### config.mk
export PLATFORM = sky130hd
export DESIGN_NAME = ap_ctrl_chain_driver
export DESIGN_NICKNAME = d
export VERILOG_FILES = /design/src/rtl/ap_ctrl_chain_driver.sv
export SDC_FILE = /design/constraint.sdc
export NUM_CORES = 1
export LEC_CHECK = 0
export ABC_CLOCK_PERIOD_IN_PS = 6500
export CAP_MARGIN = 20
export CORE_MARGIN = 2
export CORE_UTILIZATION = 40
export CTS_CLUSTER_SIZE = 30
export DETAILED_ROUTE_END_ITERATION = 6
export PLACE_DENSITY = 0.55
export SYNTH_ARGS = -nofsm -noshare
export SYNTH_HDL_FRONTEND = slang
export SYNTH_SLANG_ARGS = --single-unit
### constraint.sdc
create_clock -name clock -period 6.5 [get_ports clock]
set_clock_uncertainty 0.05 [all_clocks]
set_input_delay 1.3 -clock clock [delete_from_list [all_inputs] [get_ports clock]]
set_output_delay 1.3 -clock clock [all_outputs]
set_load 0.03 [all_outputs]
### src/rtl/ap_ctrl_chain_driver.sv
// rtl/ap_ctrl_chain_driver.sv - ap_ctrl_chain initiator with latency measurement
//
// Drives a kernel through the ap_start/ap_ready/ap_done/ap_continue handshake for a
// commanded number of transactions. ap_continue can be held off by a programmable
// number of cycles after ap_done. Each issue pushes a cycle timestamp into a small
// FIFO; each completion pops it to measure start->done latency.
//
// Ports:
//   clock, reset_n              clock, asynchronous active-low reset
//   cmd_valid/cmd_ready         run command handshake (ready only in IDLE)
//   cmd_count, cmd_cont_delay   transactions to run, ap_continue hold-off cycles
//   ap_start/ap_ready           issue handshake toward the kernel
//   ap_done/ap_continue         completion handshake from the kernel
//   busy, done, err             RUN indicator, end-of-run pulse, sticky spurious-done flag
//   issued_cnt, completed_cnt   per-run transaction counters
//   last_latency, max_latency   per-run latency results
module ap_ctrl_chain_driver #(
   parameter int unsigned CNT_W = 32,
   parameter int unsigned DLY_W = 8,
   parameter int unsigned DEPTH = 4
) (
   input  logic             clock,
   input  logic             reset_n,
   input  logic             cmd_valid,
   output logic             cmd_ready,
   input  logic [CNT_W-1:0] cmd_count,
   input  logic [DLY_W-1:0] cmd_cont_delay,
   output logic             ap_start,
   input  logic             ap_ready,
   input  logic             ap_done,
   output logic             ap_continue,
   output logic             busy,
   output logic             done,
   output logic             err,
   output logic [CNT_W-1:0] issued_cnt,
   output logic [CNT_W-1:0] completed_cnt,
   output logic [CNT_W-1:0] last_latency,
   output logic [CNT_W-1:0] max_latency
);

   localparam int unsigned PTR_W = (DEPTH > 1) ? $clog2(DEPTH) : 1;
   localparam int unsigned OCC_W = PTR_W + 1;

   typedef enum logic [1:0] {
      ST_IDLE   = 2'd0,
      ST_RUN    = 2'd1,
      ST_REPORT = 2'd2
   } state_t;

   state_t           state_q, state_d;
   logic [CNT_W-1:0] cyc_q, cyc_d;
   logic [CNT_W-1:0] count_q, count_d;
   logic [DLY_W-1:0] delay_q, delay_d;
   logic [DLY_W-1:0] stall_q, stall_d;
   logic [CNT_W-1:0] issued_q, issued_d;
   logic [CNT_W-1:0] completed_q, completed_d;
   logic [CNT_W-1:0] last_q, last_d;
   logic [CNT_W-1:0] max_q, max_d;
   logic             err_q, err_d;
   logic [PTR_W-1:0] wr_ptr_q, wr_ptr_d;
   logic [PTR_W-1:0] rd_ptr_q, rd_ptr_d;
   logic [OCC_W-1:0] occ_q, occ_d;
   logic [CNT_W-1:0] fifo_q [DEPTH];
   logic [CNT_W-1:0] fifo_d [DEPTH];

   logic             in_run;
   logic             fifo_full;
   logic             fifo_empty;
   logic             issue;
   logic             complete;
   logic             spurious;
   logic [CNT_W-1:0] latency;

   assign in_run     = (state_q == ST_RUN);
   assign fifo_full  = (occ_q == OCC_W'(DEPTH));
   assign fifo_empty = (occ_q == '0);

   // Start gating uses only registered occupancy, so a pop in the same cycle
   // frees the slot for the following cycle, not this one.
   assign ap_start    = in_run && (issued_q < count_q) && !fifo_full;
   assign ap_continue = in_run && ap_done && (stall_q >= delay_q);

   assign issue    = ap_start && ap_ready;
   assign complete = ap_continue && !fifo_empty;
   assign spurious = in_run && ap_done && fifo_empty;

   // Modular subtraction keeps the result correct when cyc wraps.
   assign latency = cyc_q - fifo_q[rd_ptr_q];

   assign cmd_ready     = (state_q == ST_IDLE);
   assign busy          = in_run;
   assign done          = (state_q == ST_REPORT);
   assign err           = err_q;
   assign issued_cnt    = issued_q;
   assign completed_cnt = completed_q;
   assign last_latency  = last_q;
   assign max_latency   = max_q;

   always_comb begin
      state_d     = state_q;
      cyc_d       = cyc_q + CNT_W'(1);
      count_d     = count_q;
      delay_d     = delay_q;
      stall_d     = stall_q;
      issued_d    = issued_q;
      completed_d = completed_q;
      last_d      = last_q;
      max_d       = max_q;
      err_d       = err_q;
      wr_ptr_d    = wr_ptr_q;
      rd_ptr_d    = rd_ptr_q;
      occ_d       = occ_q;
      fifo_d      = fifo_q;

      case (state_q)
         ST_IDLE: begin
            if (cmd_valid) begin
               count_d     = cmd_count;
               delay_d     = cmd_cont_delay;
               stall_d     = '0;
               issued_d    = '0;
               completed_d = '0;
               last_d      = '0;
               max_d       = '0;
               err_d       = 1'b0;
               wr_ptr_d    = '0;
               rd_ptr_d    = '0;
               occ_d       = '0;
               state_d     = ST_RUN;
            end
         end

         ST_RUN: begin
            if (issue) begin
               fifo_d[wr_ptr_q] = cyc_q;
               wr_ptr_d         = wr_ptr_q + PTR_W'(1);
               issued_d         = issued_q + CNT_W'(1);
            end

            if (complete) begin
               rd_ptr_d    = rd_ptr_q + PTR_W'(1);
               last_d      = latency;
               completed_d = completed_q + CNT_W'(1);
               stall_d     = '0;
               if (latency > max_q) begin
                  max_d = latency;
               end
            end else if (ap_done && !ap_continue && (stall_q != '1)) begin
               stall_d = stall_q + DLY_W'(1);
            end

            if (spurious) begin
               err_d = 1'b1;
            end

            // Push and pop in the same cycle leave occupancy unchanged.
            case ({issue, complete})
               2'b10:   occ_d = occ_q + OCC_W'(1);
               2'b01:   occ_d = occ_q - OCC_W'(1);
               default: occ_d = occ_q;
            endcase

            if (completed_q == count_q) begin
               state_d = ST_REPORT;
            end
         end

         ST_REPORT: begin
            state_d = ST_IDLE;
         end

         default: begin
            state_d = ST_IDLE;
         end
      endcase
   end

   always_ff @(posedge clock or negedge reset_n) begin
      if (!reset_n) begin
         state_q     <= ST_IDLE;
         cyc_q       <= '0;
         count_q     <= '0;
         delay_q     <= '0;
         stall_q     <= '0;
         issued_q    <= '0;
         completed_q <= '0;
         last_q      <= '0;
         max_q       <= '0;
         err_q       <= 1'b0;
         wr_ptr_q    <= '0;
         rd_ptr_q    <= '0;
         occ_q       <= '0;
         for (int i = 0; i < int'(DEPTH); i++) begin
            fifo_q[i] <= '0;
         end
      end else begin
         state_q     <= state_d;
         cyc_q       <= cyc_d;
         count_q     <= count_d;
         delay_q     <= delay_d;
         stall_q     <= stall_d;
         issued_q    <= issued_d;
         completed_q <= completed_d;
         last_q      <= last_d;
         max_q       <= max_d;
         err_q       <= err_d;
         wr_ptr_q    <= wr_ptr_d;
         rd_ptr_q    <= rd_ptr_d;
         occ_q       <= occ_d;
         fifo_q      <= fifo_d;
      end
   end

endmodule

==> reports/metrics.json <==
{
  "synth": {
    "ys_ff_latch": 346,
    "seq_area_frac_synth_pct": 45.9,
    "synthesis.area_per_instance_sq_um": 10.7,
    "netlist_top_cells_area": "dfrtp_1, mux2_2, ha_1, mux4_2, nand2_1",
    "synth-async-reset-ratio_pct": 100,
    "post_synth_instance_area_sq_um": 18900,
    "netlist_instances": 1764,
    "post-synth-top-area-fraction_pct": 45.9,
    "distinct_cell_type_count_after_synthesis": 66,
    "synth_edf_count": 0,
    "yosysWarnings": 0,
    "synth_largest_area_cell": "dfrtp_1",
    "dominantRegCellSynth": "dfrtp_1",
    "net_count_after_synthesis": 1922
  },
  "global_routing": {
    "antenna_found_initial": 0,
    "globalRouteOverflowTotal": 0,
    "track_usage_pct": 21.4,
    "grt_pass1_wl_mm": 82.8,
    "grt_max_degree": 124,
    "number_of_global_route_vias_before_repair": 13938
  },
  "sta": {
    "setup_repair_after_global_routing_missed_its_margin": "no",
    "timing.hold.ws_ps": 423,
    "hold_viol_final": 0,
    "period_minus_slack_ps": 5930,
    "timing.final.max_slew_violations": 0,
    "worst_pin_slew_ps": 1100,
    "slew-limit-headroom_pct": 26.3,
    "setup_total_negative_slack_ps": 0,
    "achievable-frequency_ghz": 0.169,
    "final.period_utilization_pct": 91.3,
    "setup_viol_count_final": 0
  },
  "finish": {
    "nNetsFinal": 2084,
    "regArea_sq_um": 8660,
    "fill_cells": 4231,
    "antenna_cells_inserted": 0,
    "layout-area-overhead-vs-synth_pct": 19.5,
    "post-route-util_pct": 48.4,
    "share_of_final_layout_standard_cells_stronger_than_drive_strength_1_pct": 13.8,
    "multi_input_gate_area_in_the_final_layout_sq_um": 9390
  },
  "floorplanning": {
    "die_h_microns": 221,
    "ioPinCount": 179,
    "design.core.area_sq_um": 46600,
    "std_cell_rows": 79,
    "initial_utilization_pct": 40.5,
    "die_area_sq_um": 48900,
    "floorplan.die.width_microns": 221
  },
  "critical_path": {
    "crit_arrival_ps": 6320,
    "start_kind": "flip-flop",
    "worst_setup_end_kind": "flip-flop",
    "cp_max_fo": 18,
    "worstPathRequired_ps": 6890,
    "path_class": "reg -> reg"
  },
  "cts": {
    "post_cts_hold_buffer_count": 0,
    "clock_latency_late_sink_ps": 550,
    "cts.htree.levels": 2,
    "clk_transition_reported_paths_ps": 60,
    "clockBufferDepth": 3,
    "cts_sink_count": 346,
    "post-cts-setup-buffer-count": 0,
    "cts_tree": "yes",
    "cts_made_buffers": 40,
    "cts_root_buf": "clkbuf_16"
  },
  "power_and_ir_drop": {
    "vdd_ir_drop_max_v": 0.000206,
    "power_switching_share_pct": 39.8,
    "part_of_the_power_in_the_clock_network_pct": 24.3,
    "total_switching_power_w": 0.00363,
    "post_route_total_power_w": 0.00911,
    "cellLeakagePower_nw": 10.5,
    "combinationalPowerShare_pct": 43.9,
    "seqPwrFrac_pct": 31.8,
    "power.internal_w": 0.00549,
    "pwr_density_cell_nw_per_um2": 404
  },
  "route": {
    "wire_per_inst_microns": 20.5,
    "iteration_0_drc_markers": 892,
    "vias": 13758,
    "vias_per_cell": 5.39,
    "drt-pass1-iter-count": 5,
    "drt_total_wl_mm": 52.3,
    "drc": 0,
    "route.antenna.remaining_nets": 0
  },
  "placed_design": {
    "place.port_buffers": 178,
    "post_detailed_placement_half_perimeter_wirelength_mm": 37.1,
    "place.gp.congestion": 0.890
  },
  "outcome": {
    "status": "completed"
  },
  "flow_run": {
    "max_cap_viol_count": 0
  },
  "min_path": {
    "min_path_type": "reg -> reg"
  }
}
## cells in the mapped netlist, types with 8 or more instances
cell type	n
and3_1	27
a21o_1	29
o211ai_1	10
buf_1	8
nand2b_1	11
nor2b_1	9
a22o_1	46
nand3_1	63
mux4_2	32
xnor2_1	65
o21a_1	8
nand2_1	158
buf_4	12
and4_1	14
nand4_1	25
a21oi_1	69
clkbuf_1	46
dfrtp_1	346
o21ai_0	90
nor4_1	9
a211oi_1	15
mux2_2	126
ha_1	111
inv_1	130
or3_1	13
mux2i_1	9
a2111oi_2	8
xor2_1	64
and2_1	10
nor3_1	14
nor2_1	104
## worst max-delay path: stages, from the launching register on
cell	delay [ps]
dfrtp_4	670
buf_12	250
mux4_2	510
inv_1	60
ha_1	300
a21o_1	230
a21o_1	170
a21o_1	180
a2111oi_0	640
nor3_1	120
nor3_1	220
o211ai_1	180
ha_1	360
nand4_1	130
nor3_1	290
and4_1	260
o32ai_1	90
a31oi_1	370
a21oi_4	190
buf_4	250
a22o_1	250
## layer usage
layer	global-route usage (%)	share of wire (%)
met2	35.4	48
met5	0	0
met3	3.48	3.9
met1	29.7	46
met4	4.78	2.0
## worst paths after layout
path                       cells past startpoint                   startpoint                            end  slack (ps)
setup / recovery                              20      rd_ptr_q[0]$_DFFE_PN0P_     max_latency[4]$_DFFE_PN0P_         570
hold / removal                                 2  last_latency[3]$_DFFE_PN0P_    last_latency[3]$_DFFE_PN0P_         420
setup reg to reg                              20      rd_ptr_q[0]$_DFFE_PN0P_     max_latency[4]$_DFFE_PN0P_         570
hold reg to reg                                2  last_latency[3]$_DFFE_PN0P_    last_latency[3]$_DFFE_PN0P_         420
max in group asynchronous                      2                      reset_n  completed_cnt[11]$_DFFE_PN0P_        4250
min in group asynchronous                      1                      reset_n         delay_q[7]$_DFFE_PN0P_         760
## flip-flops by register name, indices dropped and copies added, names as in the netlist
register / flops
delay_q: 8
cyc_q: 32
occ_q: 3
state_q: 2
fifo_q: 128
last_latency: 32
count_q: 32
wr_ptr_q: 2
completed_cnt: 32
rd_ptr_q: 2
max_latency: 32
stall_q: 8
issued_cnt: 32
err: 1
## cell usage in the layout, fill, tap and decap left out, types with 10 or more instances in the layout
master           count
or3_1               13
and2_1              10
o21ai_0             90
buf_4               16
xor2_1              64
a22o_1              46
mux2_2             126
a211oi_1            15
ha_1               111
nand4_1             25
nand2_1            158
dfrtp_1            345
inv_1              130
nand3_1             63
nor2_1             102
and4_1              14
clkbuf_16           41
nor3_1              14
clkdlybuf4s50_1    177
nand2b_1            11
o211ai_1            10
xnor2_1             65
mux4_2              32
and3_1              27
a21oi_1             67
a21o_1              29
## per-stage QoR
step | std cells | area, sq um | worst slack, ps
after detailed placement | 2490 | 21200 | 462
after global routing | 2554 | 22500 | 105
after floorplan | 1764 | 18900 | 797
after CTS | 2553 | 22500 | 433
after global placement | 2490 | 21200 | 584
final | 2554 | 22500 | 566
## kinds of logic after synthesis
kind of cell,after synthesis,synth area share (%)
multiplexers,174,12.2
buffers and inverters,207,4.46
flip-flops,346,45.9
XOR/XNOR,129,5.99
adder cells (fa/ha/maj),113,7.58
AND/OR/NAND/NOR,468,11.8
AO/OA/AOI/OAI,327,12.0
## cell type report
class | count | area share (%)
clock buffers | 56 | 5.20
clock inverters | 7 | 0.378
flip-flops and latches | 346 | 38.4
inverters | 130 | 2.17
repair buffers | 197 | 8.76
well taps | 607 | 3.37
multi-input cells | 1211 | 41.7
## power by group through the flow
stage	Combinational (W)	Clock, W	Sequential (W)
3_3_place_gp	0.00394	0	0.00294
5_1_grt	0.00436	0.00236	0.00294
3_5_place_dp	0.00399	0	0.00293
6_report	0.00400	0.00222	0.00290
2_1_floorplan	0.00239	0	0.00311
4_1_cts	0.00401	0.00227	0.00291
## timing repair
item                                    in CTS  in global routing
hold endpoints to repair                     0                  0
resized for setup                            0                  1
endpoints found under the setup margin       0                 13
Note: power is estimated with default switching activity, not from simulation.
